## config.mk

```make
export PLATFORM = sky130hd
export DESIGN_NAME = eth_pattern_prbs31
export DESIGN_NICKNAME = d
export VERILOG_FILES = /design/src/rtl/eth_pattern_pkg.sv /design/src/rtl/eth_pattern_prbs31.sv
export SDC_FILE = /design/constraint.sdc
export NUM_CORES = 1
export LEC_CHECK = 0
export BUFFER_PORTS_ARGS = -buffer_cell sky130_fd_sc_hd__buf_2
export CORE_MARGIN = 2
export CORE_UTILIZATION = 31
export DETAILED_ROUTE_END_ITERATION = 8
export PLACE_DENSITY = 0.95
export SLEW_MARGIN = 0
export SYNTH_ARGS = -nofsm -noshare
export SYNTH_HDL_FRONTEND = slang
export SYNTH_SLANG_ARGS = --single-unit
```

## constraint.sdc

```tcl
create_clock -name vclk -period 1.1
set_clock_uncertainty 0.2 [all_clocks]
set_input_delay 0.055 -clock vclk [all_inputs]
set_output_delay 0.055 -clock vclk [all_outputs]
set_load 0.01 [all_outputs]
```

## src/rtl/eth_pattern_pkg.sv

```systemverilog
// Shared encodings and constants for the XGMII pattern generator/checker.
package eth_pattern_pkg;

  // cfg_mode encodings
  localparam logic [1:0] MODE_IDLE    = 2'd0;
  localparam logic [1:0] MODE_TABLE   = 2'd1;
  localparam logic [1:0] MODE_COUNTER = 2'd2;
  localparam logic [1:0] MODE_PRBS31  = 2'd3;

  // Checker FSM states
  localparam logic [1:0] CHK_HUNT   = 2'd0;
  localparam logic [1:0] CHK_VERIFY = 2'd1;
  localparam logic [1:0] CHK_LOCKED = 2'd2;

  // XGMII idle character
  localparam logic [7:0] IDLE_BYTE = 8'h07;

  // PRBS31 (x^31 + x^28 + 1) register length and taps
  localparam int PRBS_LEN    = 31;
  localparam int PRBS_TAP_HI = 30;
  localparam int PRBS_TAP_LO = 27;

  // Table preload list; each byte is replicated across the data word.
  // Indices past the list (and past the table depth) read as zero.
  function automatic logic [7:0] preload_byte(input int idx);
    case (idx)
      0:       return 8'hFF;
      1:       return 8'h00;
      2:       return 8'h55;
      3:       return 8'hAA;
      4:       return 8'hFE;
      5:       return 8'h07;
      default: return 8'h00;
    endcase
  endfunction

endpackage

```

## src/rtl/eth_pattern_prbs31.sv

```systemverilog
// Combinational PRBS31 advance: DATA_WIDTH steps per call, bit 0 of the word first.
module eth_pattern_prbs31
  import eth_pattern_pkg::*;
#(
  parameter int DATA_WIDTH = 64
)(
  input  logic [PRBS_LEN-1:0]   i_state,
  output logic [DATA_WIDTH-1:0] o_data,
  output logic [PRBS_LEN-1:0]   o_state
);

  // Unrolled LFSR steps; each new feedback bit becomes the next output bit
  always_comb begin
    logic [PRBS_LEN-1:0] w_s;
    logic                w_n;
    w_s    = i_state;
    w_n    = 1'b0;
    o_data = '0;
    for (int i = 0; i < DATA_WIDTH; i++) begin
      w_n       = w_s[PRBS_TAP_HI] ^ w_s[PRBS_TAP_LO];
      o_data[i] = w_n;
      w_s       = {w_s[PRBS_LEN-2:0], w_n};
    end
    o_state = w_s;
  end

endmodule

```

; ---- Word-level counts from Yosys, hierarchy flattened
; Cells that the tools add are included.
[totals]
reg_bits = 0
latch_bits = 0
ram_bits = 0
romBits = 0
inputBits = 31
output_inout_bits = 95
elab_cells = 64
n_memories = 0
[op_classes]
add_sub_neg = 0
multipliers = 0
div = 0
order_cmp = 0
n_eq_ne = 0
shifts = 0
mux = 0
bitwise = 64
reduce_logical = 0
[ops]
columns = op, count
row1 = bitwise XOR 1 bit, 64

; ---- Logic depth before layout (Yosys ltp)
[logic_depth]
depth_word = 3
depth_mapped = 4
ltp_nobuf = 2

; ---- Worst setup path before layout
; No wires, ideal clock.
[synth_timing]
path_kind = in2out
start = in i_state[25]
end = out o_state[2]
arrival_time_ps = 822
required_time_ps = 845
path_slack_ps = 23
stages = 3
path_buffers = 1
cell_sequence = xor2_1 xor2_1 buf_4
[synth_between]
elab_chain_len = 3
word_cells_on_any_way = 5
cone_classes = bitwise: 5
[synth_rtl]
columns = item, line
row1 = from (decl), eth_pattern_prbs31.sv:7  ; input logic [PRBS_LEN-1:0] i_state,
row2 = bitwise XOR 1 bit (2 in a row), eth_pattern_prbs31.sv:20  ; w_n = w_s[PRBS_TAP_HI] ^ w_s[PRBS_TAP_LO];
row3 = bitwise XOR 1 bit (*), eth_pattern_prbs31.sv:20
row4 = to (decl), eth_pattern_prbs31.sv:9  ; output logic [PRBS_LEN-1:0] o_state
; Mark *: on every way between the ends. The rest lies on a longest branch, timed or not.

; ---- Final worst setup path
[layout_timing]
start = in i_state[26]
end = out o_data[57]
[layout_between]
elab_chain_len = 3
[layout_rtl]
columns = item, line
row1 = bitwise XOR 1 bit (3 in a row), eth_pattern_prbs31.sv:20
row2 = to (decl), eth_pattern_prbs31.sv:8  ; output logic [DATA_WIDTH-1:0] o_data,
; No other way between the ends.

==> flow_summary.ini <==
[die]
pin_count = 126
start_util_pct = 33.04
coreArea_sq_um = 2522
die-area_sq_um = 3119
die_w_um = 55.85
die_h_um = 55.85
rows = 18

[cells_and_area]
seq_cell_count = 0
drive_gt1_share_pct = 69.35
syn2layout_area_growth_pct = 63.36
regArea_sq_um = 0
diodes = 0
clockBufferCount = 0
nets = 232
nFillCells = 268
stdcell_area_sq_um = 1361
fin_util_pct = 53.97

[timing]
max-slew-margin-rel_pct = 84.24
worst_slew_pin_slew_ns = 0.2353
setup_violations = 0
hold_viol = 0
min_period_over_period_pct = 95.60
period_minus_slack_ns = 1.052
rsz0062_at_grt = yes
fmax_mhz = 950.9
slew_viol_final = 0
timing.final.ws_setup_ns = 0.04838

[clock_network]
cts_setup_buffers = 0
cts_hold_buf = 0

[placed_design]
pre_cts_ws_ns = -0.02899
gp_congestion = 0.7714
hpwl_um = 2294
port_buffers = 126
dpl-instance-area_sq_um = 1301

[synthesis]
synth-seq-area-share_pct = 0
syn_area_sq_um = 833.3
synth_area_per_cell_sq_um = 8.333
syn-num-nets = 131
synth.area.top_cells = xor2_1 55%, buf_4 28%, xnor2_1 12%, xnor2_2 2.0%, xor2_2 2.0%
synth-warning-count = 0
synth_top_area_share_pct = 54.65
yosysTopAreaCell = xor2_1
synth.distinct_cells = 7
synth_cells = 100

[drt]
final_antenna_net_count = 0
drtIter0Drc = 16
vias = 942
wirelength_um = 2596
viasPerCell = 4.114
drtPass1Iterations = 4
wl_per_cell_um = 11.34
drc = 0

[critical_path]
arrival_ns = 0.80
cp-end-kind = output pin
critPathTopFamily = buffers and inverters
worst-endpoint-required_ns = 0.84
startpoint_type = input pin
cp.depth = 5
path_cells = buf_2 > xnor2_2 > buf_4 > xnor2_2 > buf_2
path_max_fanout = 3
max_stage_delay_ns = 0.16
critPathKind = input pin to output pin
cp_slowest_cell = buf_2
cp_num_buf_inv = 3

[power]
powerDensity_nw_per_um2 = 756.2
p_leak_nw = 0.8169
power.total_mw = 1.029
irDropWorstVdd_mv = 0.4670

[hold_path]
hold_end = o_data[5]
hold_start = i_state[22]
hold_path_class = input pin to output pin
min_path_cells = 3

[global_route]
grt_pass1_vias = 836
grt_max_degree = 6
grt_pass1_wl_um = 3732
grt_overflow = 0
grt_usage_pct = 13.79
antenna_found_initial = 0

[status]
outcome = finished clean

[flow_run]
maxCapViolCount = 0
## placed cells by master (no fill, tap or decap)
cell	n
xor2_4	1
inv_1	3
xnor2_4	1
xnor2_1	8
xor2_2	2
buf_2	126
xor2_1	50
buf_4	5
xnor2_2	3
## logic make-up after synthesis
| group | synth area share, % |
|---|---|
| XOR/XNOR | 70.12 |
| buffers and inverters | 29.88 |
## metrics by stage
stage | instances | hold slack, ns | setup TNS (ns)
after floorplan | 100 | -0.01399 | 0
after global placement | 229 | 0.2240 | 0
after detailed placement | 229 | 0.2257 | -0.05380
after CTS | 229 | 0.2262 | 0
after global routing | 229 | 0.2424 | -0.01624
final | 229 | 0.2212 | 0
## synthesized netlist by cell type
| master | count |
|---|---|
| buf_2 | 1 |
| buf_4 | 31 |
| inv_1 | 3 |
| xnor2_1 | 11 |
| xnor2_2 | 1 |
| xor2_1 | 52 |
| xor2_2 | 1 |
## routing by layer
layer	track usage [%]	routed length, um	vias up
li1	-	-	461
met1	14.17	855	439
met3	0.4651	165	0
met5	0	0	-
met4	0.6803	0	0
met2	30.95	1575	42
## area by class of cell
type                            instances  area [sq um]  share of cell area [%]
Timing Repair Buffer                  131         668.1                   49.08
Multi-Input combinational cell         65         644.4                   47.33
Tap cell                               30         37.54                   2.757
Inverter                                3         11.26                  0.8272
## worst max path at each step
stage / end / from
after global placement: o_data[58] / i_state[25]
after floorplan: o_state[2] / i_state[25]
after global routing: o_data[60] / i_state[26]
final: o_data[57] / i_state[26]
after CTS: o_state[1] / i_state[27]
after detailed placement: o_data[58] / i_state[25]
## power breakdown
part	leakage, nW	switching, mW	internal, mW	total, mW
Sequential	0	0	0	0
Clock	0	0	0	0
Combinational	0.817	0.575	0.455	1.03
## repair_timing
| item | in CTS | in global routing |
|---|---|---|
| endpoints found under the hold margin | 0 | 0 |
| resized for setup | 1 | 6 |
| setup endpoints to repair | 2 | 6 |
No activity file was read; power rests on OpenSTA's default activity.
